--- src/rtl/uart_rx_ext.sv ---
// uart_rx_ext: UART receiver with 3-sample majority voting, optional parity,
// 1 or 2 checked stop bits, and a first-word-fall-through receive FIFO.
//
// Ports:
//   clk           single clock for all logic
//   i_Rst_n       synchronous active-low reset
//   i_RX_Serial   asynchronous serial line, idles high
//   i_RD          pops the FIFO head on a clk edge while o_RX_DV=1
//   i_Clr_Ovr     clears o_Overrun (a same-cycle overrun set wins)
//   o_RX_DV       FIFO not empty
//   o_RX_Byte     FIFO head data, LSB = first received bit
//   o_Parity_Err  parity-error flag of the FIFO head entry
//   o_Frame_Err   framing-error flag of the FIFO head entry
//   o_Overrun     sticky: a frame was dropped because the FIFO was full
//   o_Busy        receive FSM is not in IDLE
module uart_rx_ext #(
  parameter int CLKS_PER_BIT = 217,
  parameter int DATA_BITS    = 8,
  parameter int PARITY       = 0,
  parameter int STOP_BITS    = 1,
  parameter int FIFO_DEPTH   = 4
) (
  input  logic                 clk,
  input  logic                 i_Rst_n,
  input  logic                 i_RX_Serial,
  input  logic                 i_RD,
  input  logic                 i_Clr_Ovr,
  output logic                 o_RX_DV,
  output logic [DATA_BITS-1:0] o_RX_Byte,
  output logic                 o_Parity_Err,
  output logic                 o_Frame_Err,
  output logic                 o_Overrun,
  output logic                 o_Busy
);

  localparam int CW  = $clog2(CLKS_PER_BIT);
  localparam int IW  = $clog2(DATA_BITS);
  localparam int AW  = $clog2(FIFO_DEPTH);
  localparam int MID = CLKS_PER_BIT / 2;

  localparam logic [CW-1:0] C_SAMP0 = CW'(MID - 1);
  localparam logic [CW-1:0] C_SAMP1 = CW'(MID);
  localparam logic [CW-1:0] C_VOTE  = CW'(MID + 1);
  localparam logic [CW-1:0] C_WRITE = CW'(MID + 2);
  localparam logic [CW-1:0] C_LAST  = CW'(CLKS_PER_BIT - 1);
  localparam logic [IW-1:0] C_LAST_BIT  = IW'(DATA_BITS - 1);
  localparam logic          C_LAST_STOP = 1'(STOP_BITS - 1);
  localparam logic          C_ODD       = 1'(PARITY == 1);

  typedef enum logic [2:0] {S_IDLE, S_START, S_DATA, S_PARITY, S_STOP} state_t;

  typedef struct packed {
    logic [DATA_BITS-1:0] data;
    logic                 par_err;
    logic                 frm_err;
  } entry_t;

  state_t               r_state, w_state_nxt;
  logic                 r_rx_meta, r_rx_s;
  logic [CW-1:0]        r_clk_cnt;
  logic [IW-1:0]        r_bit_idx;
  logic                 r_stop_idx;
  logic [1:0]           r_samp;
  logic [DATA_BITS-1:0] r_shift;
  logic                 r_par_err, r_frm_err;
  logic                 r_armed;
  logic                 w_maj, w_at_vote, w_bit_end, w_wr_req;

  entry_t               r_mem [FIFO_DEPTH];
  logic [AW:0]          r_wptr, r_rptr;
  logic                 r_overrun;
  logic                 w_empty, w_full, w_rd, w_wr;
  entry_t               w_head;

  // Both flops preset high so a reset never looks like a start edge.
  always_ff @(posedge clk) begin
    if (!i_Rst_n) begin
      r_rx_meta <= 1'b1;
      r_rx_s    <= 1'b1;
    end else begin
      // NOTE: non-blocking assignments here so the two flops form a real
      // shift chain; blocking would collapse them into one stage.
      r_rx_meta <= i_RX_Serial;
      r_rx_s    <= r_rx_meta;
    end
  end

  assign w_maj     = (r_samp[0] & r_samp[1]) | (r_samp[0] & r_rx_s) | (r_samp[1] & r_rx_s);
  assign w_at_vote = (r_clk_cnt == C_VOTE);
  assign w_bit_end = (r_clk_cnt == C_LAST);

  always_ff @(posedge clk) begin
    if (!i_Rst_n) r_state <= S_IDLE;
    else          r_state <= w_state_nxt;
  end

  always_comb begin
    // NOTE: defaults first so every path assigns every output; a missing
    // branch would otherwise infer a latch.
    w_state_nxt = r_state;
    w_wr_req    = 1'b0;
    case (r_state)
      // r_armed is only set after a high line was seen in IDLE, so a break
      // that outlasts its frame cannot retrigger.
      S_IDLE:   if (r_armed && !r_rx_s) w_state_nxt = S_START;
      S_START: begin
        if (w_at_vote && w_maj) w_state_nxt = S_IDLE;
        else if (w_bit_end)     w_state_nxt = S_DATA;
      end
      S_DATA: begin
        if (w_bit_end && r_bit_idx == C_LAST_BIT)
          w_state_nxt = (PARITY == 0) ? S_STOP : S_PARITY;
      end
      S_PARITY: if (w_bit_end) w_state_nxt = S_STOP;
      // Commit one cycle after the last stop vote; the rest of the stop bit
      // is spent in IDLE so back-to-back frames are not missed.
      S_STOP: begin
        if (r_clk_cnt == C_WRITE && r_stop_idx == C_LAST_STOP) begin
          w_wr_req    = 1'b1;
          w_state_nxt = S_IDLE;
        end
      end
      default:  w_state_nxt = S_IDLE;
    endcase
  end

  always_ff @(posedge clk) begin
    if (!i_Rst_n) begin
      r_clk_cnt  <= '0;
      r_bit_idx  <= '0;
      r_stop_idx <= 1'b0;
      r_samp     <= '0;
      r_shift    <= '0;
      r_par_err  <= 1'b0;
      r_frm_err  <= 1'b0;
      r_armed    <= 1'b0;
    end else begin
      if (r_state == S_IDLE || w_bit_end) r_clk_cnt <= '0;
      else                                r_clk_cnt <= r_clk_cnt + 1'b1;
      if (r_clk_cnt == C_SAMP0) r_samp[0] <= r_rx_s;
      if (r_clk_cnt == C_SAMP1) r_samp[1] <= r_rx_s;
      case (r_state)
        S_IDLE: begin
          r_armed    <= r_rx_s;
          r_bit_idx  <= '0;
          r_stop_idx <= 1'b0;
          r_par_err  <= 1'b0;
          r_frm_err  <= 1'b0;
        end
        S_DATA: begin
          if (w_at_vote) r_shift   <= {w_maj, r_shift[DATA_BITS-1:1]};
          if (w_bit_end) r_bit_idx <= r_bit_idx + 1'b1;
        end
        S_PARITY: begin
          if (w_at_vote) r_par_err <= ((^r_shift) ^ w_maj) != C_ODD;
        end
        S_STOP: begin
          if (w_at_vote && !w_maj) r_frm_err  <= 1'b1;
          if (w_bit_end)           r_stop_idx <= 1'b1;
        end
        default: ;
      endcase
    end
  end

  // FIFO: pointers carry one extra wrap bit to tell full from empty.
  assign w_empty = (r_wptr == r_rptr);
  assign w_full  = (r_wptr[AW] != r_rptr[AW]) && (r_wptr[AW-1:0] == r_rptr[AW-1:0]);
  assign w_rd    = i_RD && !w_empty;
  assign w_wr    = w_wr_req && (!w_full || w_rd);

  // NOTE: storage is deliberately not reset; the pointers define validity and
  // the outputs are gated with w_empty so stale contents never show.
  always_ff @(posedge clk) begin
    if (w_wr) r_mem[r_wptr[AW-1:0]] <= '{data: r_shift, par_err: r_par_err, frm_err: r_frm_err};
  end

  always_ff @(posedge clk) begin
    if (!i_Rst_n) begin
      r_wptr    <= '0;
      r_rptr    <= '0;
      r_overrun <= 1'b0;
    end else begin
      if (w_wr) r_wptr <= r_wptr + 1'b1;
      if (w_rd) r_rptr <= r_rptr + 1'b1;
      if (w_wr_req && !w_wr) r_overrun <= 1'b1;
      else if (i_Clr_Ovr)    r_overrun <= 1'b0;
    end
  end

  assign w_head       = r_mem[r_rptr[AW-1:0]];
  assign o_RX_DV      = !w_empty;
  assign o_RX_Byte    = w_empty ? '0 : w_head.data;
  assign o_Parity_Err = !w_empty && w_head.par_err;
  assign o_Frame_Err  = !w_empty && w_head.frm_err;
  assign o_Overrun    = r_overrun;
  assign o_Busy       = (r_state != S_IDLE);

endmodule

--- config.mk ---
export PLATFORM = sky130hd
export DESIGN_NAME = uart_rx_ext
export DESIGN_NICKNAME = d
export VERILOG_FILES = /design/src/rtl/uart_rx_ext.sv
export SDC_FILE = /design/constraint.sdc
export NUM_CORES = 1
export LEC_CHECK = 0
export CORE_MARGIN = 2
export CORE_UTILIZATION = 55
export CTS_CLUSTER_DIAMETER = 30
export DETAILED_ROUTE_END_ITERATION = 6
export PLACE_DENSITY = 0.86
export SLEW_MARGIN = 25
export SYNTH_ARGS = -nofsm -noshare
export SYNTH_HDL_FRONTEND = slang
export SYNTH_SLANG_ARGS = --single-unit
--- constraint.sdc ---
create_clock -name clk -period 4.3 [get_ports clk]
set_input_delay 0.645 -clock clk [delete_from_list [all_inputs] [get_ports clk]]
set_output_delay 0.645 -clock clk [all_outputs]
set_load 0.005 [all_outputs]
==> key figures <==
Yosys
  – Dominant synthesized flop cell: edfxtp_1
  – Async set-reset flop share out of synthesis: 0
  – Syn_nets: 277
  – Mapped Area: 3478 sq um
  – Register bit total from synthesis: 79
  – Post-synth EDFFs: 40
  – Synth top area cells: edfxtp_1 (35%), dfxtp_1 (22%), mux4_2 (6.5%)
  – Unique masters post-synth: 48
  – Register area share after synthesis: 0.5698
  – Syn Inst Count: roughly 260
  – Syn_area_per_cell: between 10 and 15 sq um
  – Synth area leader: edfxtp_1
  – Yosys warning total: 0
  – Top cell type's share of synthesized area: 0.3453

Route
  – Sum of routed wire segments on met1: approximately 2600 um
  – Number of routed nets with antenna violations: 0
  – Routed met2 length: around 2800 um
  – Routed len/inst: 15.81 um
  – Drt pass-1 iters: 4
  – Uppermost routed layer: met4
  – DRC violations left: 0
  – Final wirelength: about 5700 um
  – Met3 wire length: between 150 and 200 um
  – Routed vias: approximately 2.0k
  – First DRT Iteration DRCs: 82
  – Vias per inst: about 5.5

Timing
  – Worst-margin pin slew: slightly above 0.9 ns
  – Setup violators final: 0
  – Slew margin rel.: 0.3921
  – Final hold violations: 0
  – Post-route setup slack: between 1 and 1.5 ns
  – Max-slew violations: 0
  – RSZ-0062 raised after global routing: no
  – Final worst path period share: 0.6920
  – F_max: between 300 and 400 MHz
  – Setup_tns: 0 ns
  – Fin crit period: just under 3 ns
  – Fin Clk Skew: between 0.01 and 0.015 ns

Clocking
  – Clock Latency Late Sink: approximately 0.35 ns
  – Clk buf depth: 2
  – H-tree depth: 3
  – Post-CTS setup buffers: 0
  – Total CTS buffers: 9
  – Cts hold-fix bufs: 0
  – CTS sink cnt: between 70 and 80
  – Resize count post-CTS: 0
  – CTS tree: yes
  – Worst-path clk slew: around 0.08 ns
  – Clk root buf: clkbuf_8

Run
  – Max_cap viols: 0

Pwr
  – P_sw: between 300 and 400 uW
  – Peak VDD IR: around 0.21 mV
  – Pwr dens: around 350 nW/um^2
  – Clock share of power: 0.410
  – LEAKAGE: about 1.3 nW
  – Total power: approximately 1.4 mW
  – Part of the power in registers: 0.573
  – Int Power: approximately 1.1 mW
  – Power share of the combinational group: 0.017
  – Switching share of power: 0.2196

Die
  – Starting Density: 0.5772
  – # rows: 28
  – Ports: 18
  – Die width: about 84 um
  – Die area: approximately 7000 sq um
  – Die Ht: between 80 and 90 um
  – Core Box Area: 6026 sq um

Global routing
  – Initial antenna violation count: 0
  – GRT Util Overall: 0.1785
  – Vias in the first global route: 1953
  – Pin count of the biggest net entering global routing: 31
  – First-pass GRT wire length: approximately 9600 um
  – Grt total ovfl: 0

Placed design
  – Post-Place Worst Slack: 1.677 ns
  – Hpwl dp: ~3800 um
  – I/O Buffers: 17
  – RD Place Congestion: 0.7638
  – Post-placement cell area: roughly 3700 sq um

Worst setup path
  – Worst path cell trace: mux4_2 -> and2_1 -> clkdlybuf4s50_1
  – Max stage delay on crit path: 0.74 ns
  – CP Buf/Inv Count: 1
  – Setup slack, reg-to-reg: 2.08 ns
  – Slowest-stage cell, CP: dfxtp_1
  – Crit end category: output pin
  – Req. time, crit path: between 3 and 4 ns
  – CP Class: flop to output pin
  – CP max FO: 10
  – CP startpoint kind: flop
  – Top delay family on crit path: flip-flops
  – Worst path arrival time: approximately 2.3 ns

Cells and area
  – Final net count: approximately 300
  – Share of layout cells above drive strength 1: 0.1298
  – Ant. Diodes: 0
  – Area grow syn2layout: 12.01%
  – Finished layout cell area: slightly below 4000 sq um

Worst hold path
  – Min-delay worst type: flop to flop

Outcome
  – Status: finished, final reports clean
cell usage after synthesis, types with 2 or more instances:
cell      instances
edfxtp_1         40
dfxtp_1          39
and2_1           22
nor2b_1          20
mux2i_1          14
nor2_1           12
xnor2_1          12
ha_1             11
mux4_2           10
nand2_1           8
inv_1             7
a21oi_1           6
nand3_1           6
xor2_1            6
clkbuf_1          4
nand4_1           3
a21boi_1          2
a22oi_1           2
and4b_1           2
buf_2             2
buf_6             2
nand2b_1          2
nor3_1            2
or2_1             2
or3_1             2
cell usage in the layout (no fill, tap or decap), types with 3 or more instances in the layout:
cell type	n
nor2_1	12
mux4_2	10
a21oi_1	6
ha_1	11
nor2b_1	20
clkbuf_8	9
dfxtp_1	39
edfxtp_1	40
nand4_1	3
nand2_1	8
nand3_1	6
and2_1	22
clkinv_4	3
clkdlybuf4s50_1	17
xor2_1	6
inv_1	7
xnor2_1	12
mux2i_1	14
area by class of cell:
cell class	instances	area, sq um
Fill cell	453	2130
Sequential cell	79	1982
Multi-Input combinational cell	166	1419
Timing Repair Buffer	17	170.2
Clock buffer	9	123.9
Tap cell	75	93.84
Clock inverter	7	81.33
Inverter	7	26.28
through the flow:
stage / instances / util / hold slack [ns]
2_1_floorplan: 261 / - / 0.3863
3_3_place_gp: 344 / 0.6125 / 0.3904
3_5_place_dp: 344 / 0.6125 / 0.4012
4_1_cts: 360 / 0.6466 / 0.4221
5_1_grt: 360 / 0.6466 / 0.4513
6_report: 360 / 0.6466 / 0.4180
state kept, by name, summed over array words and instances (netlist names), named ones only:
name and flops:
r_mem 40, r_clk_cnt 8, r_shift 8, r_bit_idx 3, r_rptr 3, r_state 3, r_wptr 3, r_samp 2
o_Overrun 1, r_armed 1, r_frm_err 1, r_par_err 1, r_rx_meta 1, r_rx_s 1, r_stop_idx 1
metal layers:
| layer | vias to the layer above | GRT usage |
|---|---|---|
| met2 | 30 | 0.2918 |
| li1 | 972 | - |
| met4 | 0 | 0.07478 |
| met5 | - | 0 |
| met3 | 12 | 0.04451 |
| met1 | 958 | 0.2282 |
path summary, 6_finish.rpt:
path,start,cells past startpoint,endpoint
worst min-delay path,r_rx_meta$_SDFF_PN1_,1,r_rx_s$_SDFF_PN1_
worst max register to register,r_clk_cnt[0]$_SDFF_PP0_,7,r_wptr[2]$_SDFFE_PN0P_
worst min register to register,r_rx_meta$_SDFF_PN1_,1,r_rx_s$_SDFF_PN1_
worst max-delay path,flop,3,o_RX_Byte[3]
power by group through the flow:
stage | Combinational [mW] | Clock [mW] | Sequential (mW)
6_report | 0.0235 | 0.564 | 0.787
5_1_grt | 0.0263 | 0.606 | 0.788
4_1_cts | 0.0234 | 0.573 | 0.787
3_5_place_dp | 0.0232 | 0 | 0.805
3_3_place_gp | 0.0228 | 0 | 0.805
2_1_floorplan | 0.0158 | 0 | 0.804
cells by family after synthesis:
| family | after synthesis | share of synthesized area |
|---|---|---|
| and+or+nand+nor | 92 | 0.1683 |
| adders and majority gates | 12 | 0.04245 |
| xor gates and xnor gates | 19 | 0.05180 |
| AOI/OAI and AO/OA | 19 | 0.04028 |
| buffers and inverters | 16 | 0.02230 |
| muxes | 24 | 0.1050 |
| DFF | 79 | 0.5698 |
Note: power is estimated with default switching activity, not from simulation.
